## config.mk

```make
export PLATFORM = sky130hd
export DESIGN_NAME = sram_1r1w_param_flat
export DESIGN_NICKNAME = d
export VERILOG_FILES = /design/src/rtl/sram_1r1w_param_if.sv /design/src/rtl/sram_1r1w_param.sv /design/src/flat_wrapper.sv
export SDC_FILE = /design/constraint.sdc
export NUM_CORES = 1
export LEC_CHECK = 0
export BUFFER_PORTS_ARGS = -buffer_cell sky130_fd_sc_hd__buf_2
export CORE_MARGIN = 3
export CORE_UTILIZATION = 50
export DETAILED_ROUTE_END_ITERATION = 16
export PLACE_DENSITY = 0.66
export SETUP_SLACK_MARGIN = 0.02
export SLEW_MARGIN = 0
export SYNTH_ARGS = -nofsm -noshare
export SYNTH_HDL_FRONTEND = slang
export SYNTH_SLANG_ARGS = --single-unit
```

## constraint.sdc

```tcl
create_clock -name clk -period 1.8 [get_ports clk]
set_input_delay 0.27 -clock clk [delete_from_list [all_inputs] [get_ports clk]]
set_output_delay 0.27 -clock clk [all_outputs]
set_load 0.01 [all_outputs]
```

## src/rtl/sram_1r1w_param_if.sv

```systemverilog
// Client-side bundle for sram_1r1w_param: write port, read port and init status.
interface sram_1r1w_param_if #(
  parameter int DATA_W = 2,
  parameter int ADDR_W = 6
);
  logic              init_done;
  logic              write_en;
  logic [ADDR_W-1:0] write_addr;
  logic [DATA_W-1:0] write_data;
  logic              read_en;
  logic [ADDR_W-1:0] read_addr;
  logic [DATA_W-1:0] read_data;
  logic              read_valid;

  modport master (
    input  init_done, read_data, read_valid,
    output write_en, write_addr, write_data, read_en, read_addr
  );

  modport slave (
    output init_done, read_data, read_valid,
    input  write_en, write_addr, write_data, read_en, read_addr
  );
endinterface

```

## src/rtl/sram_1r1w_param.sv

```systemverilog
// Behavioural 1R1W memory: registered read, write-first bypass on address
// collision, optional zero-fill of every entry after reset.
//
// state    | meaning
// ST_CLEAR | writing zero at clr_addr each cycle, client traffic dropped
// ST_READY | normal read/write service
module sram_1r1w_param #(
  parameter int DATA_W         = 2,
  parameter int ADDR_W         = 6,
  parameter int DEPTH          = 1 << ADDR_W,
  parameter int CLEAR_ON_RESET = 1
) (
  input logic              clk,
  input logic              rst_n,
  sram_1r1w_param_if.slave bus
);
  // clr_addr is one bit wider than an index so DEPTH = 2^ADDR_W never wraps
  localparam int               CLR_W    = $clog2(DEPTH + 1);
  localparam int               IDX_W    = (DEPTH > 1) ? $clog2(DEPTH) : 1;
  localparam logic [CLR_W-1:0] CLR_LAST = CLR_W'(DEPTH - 1);
  localparam logic [ADDR_W:0]  DEPTH_X  = (ADDR_W + 1)'(DEPTH);

  typedef enum logic {ST_CLEAR, ST_READY} state_t;
  localparam state_t ST_ENTRY = (CLEAR_ON_RESET != 0) ? ST_CLEAR : ST_READY;

  state_t            state_q, state_d;
  logic [CLR_W-1:0]  clr_addr_q, clr_addr_d;
  logic              init_done_q;
  logic [DATA_W-1:0] mem [DEPTH];

  logic              mem_we;
  logic [IDX_W-1:0]  mem_waddr;
  logic [DATA_W-1:0] mem_wdata;
  logic              wr_acc, rd_acc, rd_in_range, rd_bypass;
  logic [DATA_W-1:0] read_data_q;
  logic              read_valid_q;

  always_ff @(posedge clk or negedge rst_n) begin
    if (!rst_n) begin
      state_q     <= ST_ENTRY;
      clr_addr_q  <= '0;
      init_done_q <= 1'b0;
    end else begin
      state_q     <= state_d;
      clr_addr_q  <= clr_addr_d;
      init_done_q <= (state_d == ST_READY);
    end
  end

  always_comb begin
    state_d    = state_q;
    clr_addr_d = clr_addr_q;
    if (state_q == ST_CLEAR) begin
      clr_addr_d = clr_addr_q + CLR_W'(1);
      if (clr_addr_q == CLR_LAST) begin
        state_d = ST_READY;
      end
    end
  end

  // Traffic is gated on the registered init_done the client also sees
  always_comb begin
    wr_acc      = init_done_q && bus.write_en && ({1'b0, bus.write_addr} < DEPTH_X);
    rd_acc      = init_done_q && bus.read_en;
    rd_in_range = ({1'b0, bus.read_addr} < DEPTH_X);
    rd_bypass   = wr_acc && (bus.write_addr == bus.read_addr);
    mem_we      = wr_acc;
    mem_waddr   = IDX_W'(bus.write_addr);
    mem_wdata   = bus.write_data;
    if (state_q == ST_CLEAR) begin
      mem_we    = 1'b1;
      mem_waddr = IDX_W'(clr_addr_q);
      mem_wdata = '0;
    end
  end

  always_ff @(posedge clk) begin
    if (mem_we) begin
      mem[mem_waddr] <= mem_wdata;
    end
  end

  always_ff @(posedge clk or negedge rst_n) begin
    if (!rst_n) begin
      read_valid_q <= 1'b0;
      read_data_q  <= '0;
    end else begin
      read_valid_q <= rd_acc;
      if (rd_acc) begin
        if (!rd_in_range) begin
          read_data_q <= '0;
        end else if (rd_bypass) begin
          read_data_q <= bus.write_data;
        end else begin
          read_data_q <= mem[IDX_W'(bus.read_addr)];
        end
      end
    end
  end

  assign bus.init_done  = init_done_q;
  assign bus.read_data  = read_data_q;
  assign bus.read_valid = read_valid_q;
endmodule

```

## src/flat_wrapper.sv

```systemverilog
// flat-port wrapper written by rule: the top's interface ports become plain ports
module sram_1r1w_param_flat 
#(
  parameter int DATA_W         = 2,
  parameter int ADDR_W         = 6,
  parameter int DEPTH          = 1 << ADDR_W,
  parameter int CLEAR_ON_RESET = 1
)
  (clk, rst_n, bus_init_done, bus_read_data, bus_read_valid, bus_write_en, bus_write_addr, bus_write_data, bus_read_en, bus_read_addr);
  sram_1r1w_param_if #(.DATA_W(DATA_W), .ADDR_W(ADDR_W)) bus_i ();
  input logic clk;
  input logic rst_n;
  output wire logic [$bits(bus_i.init_done)-1:0] bus_init_done;
  output wire logic [$bits(bus_i.read_data)-1:0] bus_read_data;
  output wire logic [$bits(bus_i.read_valid)-1:0] bus_read_valid;
  input wire logic [$bits(bus_i.write_en)-1:0] bus_write_en;
  input wire logic [$bits(bus_i.write_addr)-1:0] bus_write_addr;
  input wire logic [$bits(bus_i.write_data)-1:0] bus_write_data;
  input wire logic [$bits(bus_i.read_en)-1:0] bus_read_en;
  input wire logic [$bits(bus_i.read_addr)-1:0] bus_read_addr;
  assign bus_init_done = bus_i.init_done;
  assign bus_read_data = bus_i.read_data;
  assign bus_read_valid = bus_i.read_valid;
  assign bus_i.write_en = bus_write_en;
  assign bus_i.write_addr = bus_write_addr;
  assign bus_i.write_data = bus_write_data;
  assign bus_i.read_en = bus_read_en;
  assign bus_i.read_addr = bus_read_addr;
  sram_1r1w_param #(.DATA_W(DATA_W), .ADDR_W(ADDR_W), .DEPTH(DEPTH), .CLEAR_ON_RESET(CLEAR_ON_RESET)) u_core (.clk(clk), .rst_n(rst_n), .bus(bus_i));
endmodule
```

* Yosys cells after proc, flatten, opt, wreduce, memory -nomap -nowiden
Memory sizes are Yosys's and may differ from the RTL's. A register that Yosys moved wholly into a read port is not among the register bits.
Index checks and enable logic that the tools add are counted.
** Storage, ports and cells
- Register bits :: 9
- Memory bits (writable) :: 128
- Output and inout bits :: 4
- Logic and storage cells :: 16
- Memories kept :: 1
** Operators by class
- $add $sub $neg :: 1
- Equality and inequality tests :: 1
- Mux-type cells :: 7
- Reductions and logical operators :: 3
** Memory list
- u_core.mem :: depth 64, bits a word 2, rd ports 1, clocked after Yosys merged registers in 1, wr ports 1, RTL line sram_1r1w_param.sv:29 : logic [DATA_W-1:0] mem [DEPTH];
** Operators by type and width (count)
- 7-bit by 1-bit adder with 7-bit output (second input constant) :: 1
- 7-bit by 6-bit == test with 1-bit output (second input constant) :: 1
- 6-bit 2-to-1 mux :: 1
- 1-bit 2-to-1 mux :: 5
- 1-bit logical AND :: 2
- 2-bit 2-to-1 mux :: 1
- 1-bit zero test :: 1

* Logic depth before layout (Yosys ltp)
- Depth after elaboration :: 4
- Gate-level depth with buffers :: 8
- Mapped depth without buffers :: 5

* Least setup slack after synthesis
OpenSTA, ideal clock, no wires.
- Kind :: register -> register
- From :: register u_core.state_q
- To :: memory u_core.mem[0][0] (data pin)
- Setup time :: 0.367 ns
- Data arrival time :: 1.685 ns
- Slack :: -0.252 ns
- Stages on the path, launching flop included :: 4
- Period minus slack after synthesis :: 2.052 ns
- Cell sequence :: dfrtp_1 -> buf_4 -> buf_2 -> and2_1
** On the way
- Longest elaborated chain between the ends :: 1
** RTL lines
- start: declaration :: RTL line sram_1r1w_param.sv:26 : state_t state_q, state_d;
- start signal: assignment :: RTL line sram_1r1w_param.sv:44 : state_q <= state_d;
- 2-bit 2-to-1 mux :: RTL line sram_1r1w_param.sv:70 : if (state_q == ST_CLEAR) begin
- named net u_core.mem_wdata[0] :: RTL line sram_1r1w_param.sv:33 : logic [DATA_W-1:0] mem_wdata;
- end: declaration :: RTL line sram_1r1w_param.sv:29
The timed path passes the listed nets, and every way through them passes these cells.

* Worst setup path after layout
- From :: register u_core.state_q
- To :: memory u_core.mem[30][1] (enable)
** On the way
- Longest elaborated chain between the ends :: 4
** RTL lines
- 1-bit logical AND
- 1-bit 2-to-1 mux :: RTL line sram_1r1w_param.sv:70
- 1-bit 2-to-1 mux :: RTL line sram_1r1w_param.sv:78 : if (mem_we) begin
- 1-bit 2-to-1 mux (not written as such) :: RTL line sram_1r1w_param.sv:79 : mem[mem_waddr] <= mem_wdata;
Several ways; a longest one is shown, not always the timed one.

==> flow_metrics.py <==
metrics = {
    "run_status": {
        "outcome": "finished, violations left",
        "violations": "negative setup slack",
    },
    "global_routing": {
        "antenna_found_initial": 0,
        "grt_pass1_vias": 3594,
        "grt_pass1_wl_um": 20200,
        "grt-ovfl-total": 0,
        "grt_max_degree": 65,
        "grtUsageTotal_pct": 21.0,
    },
    "synth": {
        "synth_compound_area_share_pct": 2.59,
        "yosys.area.top_type_share_pct": 63.7,
        "ys.flop_type": "edfxtp_1",
        "synth_top_family_by_area": "multiplexers",
        "syn-mean-instance-area_um2": 16.3,
        "synth_xor_area_share_pct": 1.60,
        "synth_area_leaders": "edfxtp_1 (64%), mux4_2 (9.3%), nor2_1 (4.9%)",
        "synth_fa_ha_area_share_pct": 0.207,
        "synth-simple-area-share_pct": 8.55,
        "syn_inst": 369,
        "yosysTopAreaCell": "edfxtp_1",
        "syn_nets": 388,
        "ys_seq_area_share_pct": 68.3,
        "synth_cell_types": 38,
        "synth.area.mux_share_pct": 16.4,
        "synth_edf_count": 128,
        "ys_ff_latch": 139,
        "yosysMostFrequentCell": "edfxtp_1",
        "synth-async-reset-ratio_pct": 7.91,
        "synth_area_um2": 6030,
        "synth_common_cells": "edfxtp_1 (128), nor2_1 (78), mux4_2 (25), nand2_1 (23), mux2i_1 (15)",
        "ys_warn_count": 0,
    },
    "timing": {
        "rsz0062_at_grt": "yes",
        "tightestPinTransition_ns": 0.369,
        "relSlewSlack_pct": 74.9,
        "whs_ns": 0.184,
        "setup_viol": 46,
        "slew_viol_final": 0,
        "hold_viol": 0,
        "fmax_mhz": 541,
        "skew_ns": 0.00915,
        "fin_crit_ns": 1.85,
        "period_share_pct": 103,
        "worst_slack_ns": -0.0476,
    },
    "clock_tree": {
        "cts.sinks": 139,
        "root_buffer": "clkbuf_16",
        "numCtsBuffers": 17,
        "worst_skew_pair.late_latency_ns": 0.42,
        "clock_path_buffers": 2,
        "htreeDepth": 4,
        "cts_tree": "yes",
        "clk_pin_slew_ns": 0.06,
    },
    "job": {
        "max_cap_violations": 0,
    },
    "critical_path": {
        "end_kind": "flop",
        "cpMaxStageDelayCell": "or3_4",
        "r2r-start": "u_core.state_q",
        "critPathTopFamily": "simple AND/OR/NAND/NOR gates",
        "cp.arrival_ns": 1.98,
        "worstSetupStartpointType": "flop",
        "path_max_fanout": 8,
        "critPathRequiredTime_ns": 1.93,
        "critPathKind": "reg2reg",
        "path_cells": "buf_6, mux2_4, or3_4, nor2_2",
        "startpoint": "u_core.state_q",
        "reg2reg_to": "u_core.mem[30][1]",
        "cp_num_buf_inv": 1,
        "r2r_setup_slack_ns": -0.05,
        "cpPeakStageDelay_ns": 0.46,
        "r2r_cells": 4,
    },
    "pwr": {
        "p_total_mw": 6.90,
        "combPwrFrac_pct": 2.8,
        "p_switching_mw": 1.32,
        "p_seq_share_pct": 50.4,
        "clkPwrFrac_pct": 46.8,
        "leakage_nw": 2.25,
        "vdd_ir_drop_max_mv": 0.817,
        "power_density_nw_per_um2": 896,
        "swShare_pct": 19.1,
        "p_int_mw": 5.58,
    },
    "placed_design": {
        "gp_congestion": 0.817,
        "dpl.hpwl_um": 8620,
        "numPortBuffers": 21,
        "dp_worst_setup_slack_ns": -0.163,
    },
    "final_layout": {
        "num_antenna_cells": 0,
        "drive_gt1_share_pct": 48.3,
        "syn_to_final_growth_pct": 27.7,
        "nets": 466,
    },
    "floorplan": {
        "die_w_um": 116,
        "core_um2": 11600,
        "ios": 22,
        "dieHeight_um": 116,
        "start_util_pct": 51.9,
        "row_count": 39,
        "die_area_um2": 13400,
    },
    "worst_hold_path": {
        "holdPathStages": 3,
        "min_from": "bus_read_en",
        "hold_end": "u_core.bus.read_valid",
        "hp-class": "in2reg",
    },
    "routing": {
        "routed_wl_um": 12900,
        "ant_nets": 0,
        "drt_iter0_drc": 325,
        "post-route-drc-count": 0,
        "viasPerCell": 5.72,
        "drtPass1Iterations": 4,
        "wire_per_inst_um": 21.5,
        "vias": 3451,
    },
}
per-stage QoR:
stage	instance area [µm²]	util [%]	TNS (ns)	instances
after floorplan	6060	-	-0.128	369
after global placement	6630	57.1	-3.44	563
after detailed placement	6630	57.1	-8.69	563
after CTS	7400	63.7	-0.891	596
after global routing	7700	66.3	-3.07	603
final	7700	66.3	-0.854	603
layout make-up:
cell class | instances | area (µm²)
Inverter | 3 | 11.3
Clock buffer | 22 | 444
Clock inverter | 10 | 100
Multi-Input combinational cell | 211 | 2210
Timing Repair Buffer | 75 | 631
Tap cell | 143 | 179
Sequential cell | 139 | 4120
Fill cell | 801 | 3910
how the worst max path moves through the flow:
| stage | slack [ns] | to | cells after the start |
|---|---|---|---|
| global placement | -0.11 | u_core.bus.read_data[0] | 7 |
| detailed placement | -0.16 | u_core.mem[31][1] | 4 |
| floorplan | -0.009 | u_core.mem[25][0] | 5 |
| CTS | -0.05 | u_core.mem[49][0] | 7 |
| global route | -0.07 | u_core.mem[11][1] | 6 |
| finish | -0.05 | u_core.mem[30][1] | 4 |
flip-flops by register name, summed over array words and instances, names as in the netlist:
| register | cells |
|---|---|
| u_core.state_q | 1 |
| u_core.clr_addr_q | 7 |
| u_core.bus.read_data | 2 |
| u_core.bus.read_valid | 1 |
| u_core.mem | 128 |
worst reg2reg max path, cell delays in order, from the launching register on:
cell and delay [ns]:
dfrtp_2 0.44, buf_6 0.15, mux2_4 0.33, or3_4 0.46
nor2_2 0.17
power by group through the flow:
stage | sequential, mW | clock, mW | combinational, mW
3_5_place_dp | 3.54 | 0 | 0.186
4_1_cts | 3.48 | 3.28 | 0.190
2_1_floorplan | 3.54 | 0 | 0.118
6_report | 3.48 | 3.23 | 0.191
3_3_place_gp | 3.54 | 0 | 0.184
5_1_grt | 3.48 | 3.43 | 0.207
metal layers:
metal / vias up / share of wire, % / global-route usage (%)
met3: 17 / 5.0 / 6.27
met4: 0 / 1.3 / 7.04
met2: 79 / 51 / 32.3
met5: - / 0 / 0
li1: 1574 / - / -
met1: 1781 / 43 / 29.2
cells by family after synthesis:
family	count (synthesis)
buf+inv	19
flops	139
fa+ha+maj	1
simple gates	124
compound gates	20
mux	55
xor+xnor	11
what timing repair did:
item / 4_1_cts / 5_1_grt
endpoints found under the hold margin: 11 / 0
endpoints found under the setup margin: 126 / 130
pin swaps: 5 / 11
resized for setup: 67 / 62
setup buffers: 0 / 7
hold buffers: 1 / 0
layout by cell type (no fill, tap or decap), types with 3 or more instances in the layout:
cell type,count
mux4_2,25
mux2i_1,14
buf_2,21
edfxtp_1,128
mux2i_4,3
buf_12,7
nor2_1,13
a22oi_1,3
nor2_4,27
buf_4,39
dfrtp_1,10
nand2_1,15
nand2b_1,5
clkbuf_1,5
clkinv_2,5
nand2_2,5
a221oi_1,4
xor2_1,3
nand3_1,5
nor2_2,38
mux4_1,6
buf_6,6
clkbuf_16,17
mux2_2,5
xnor2_1,7
inv_1,3
Power figures use the tool's default switching activity.
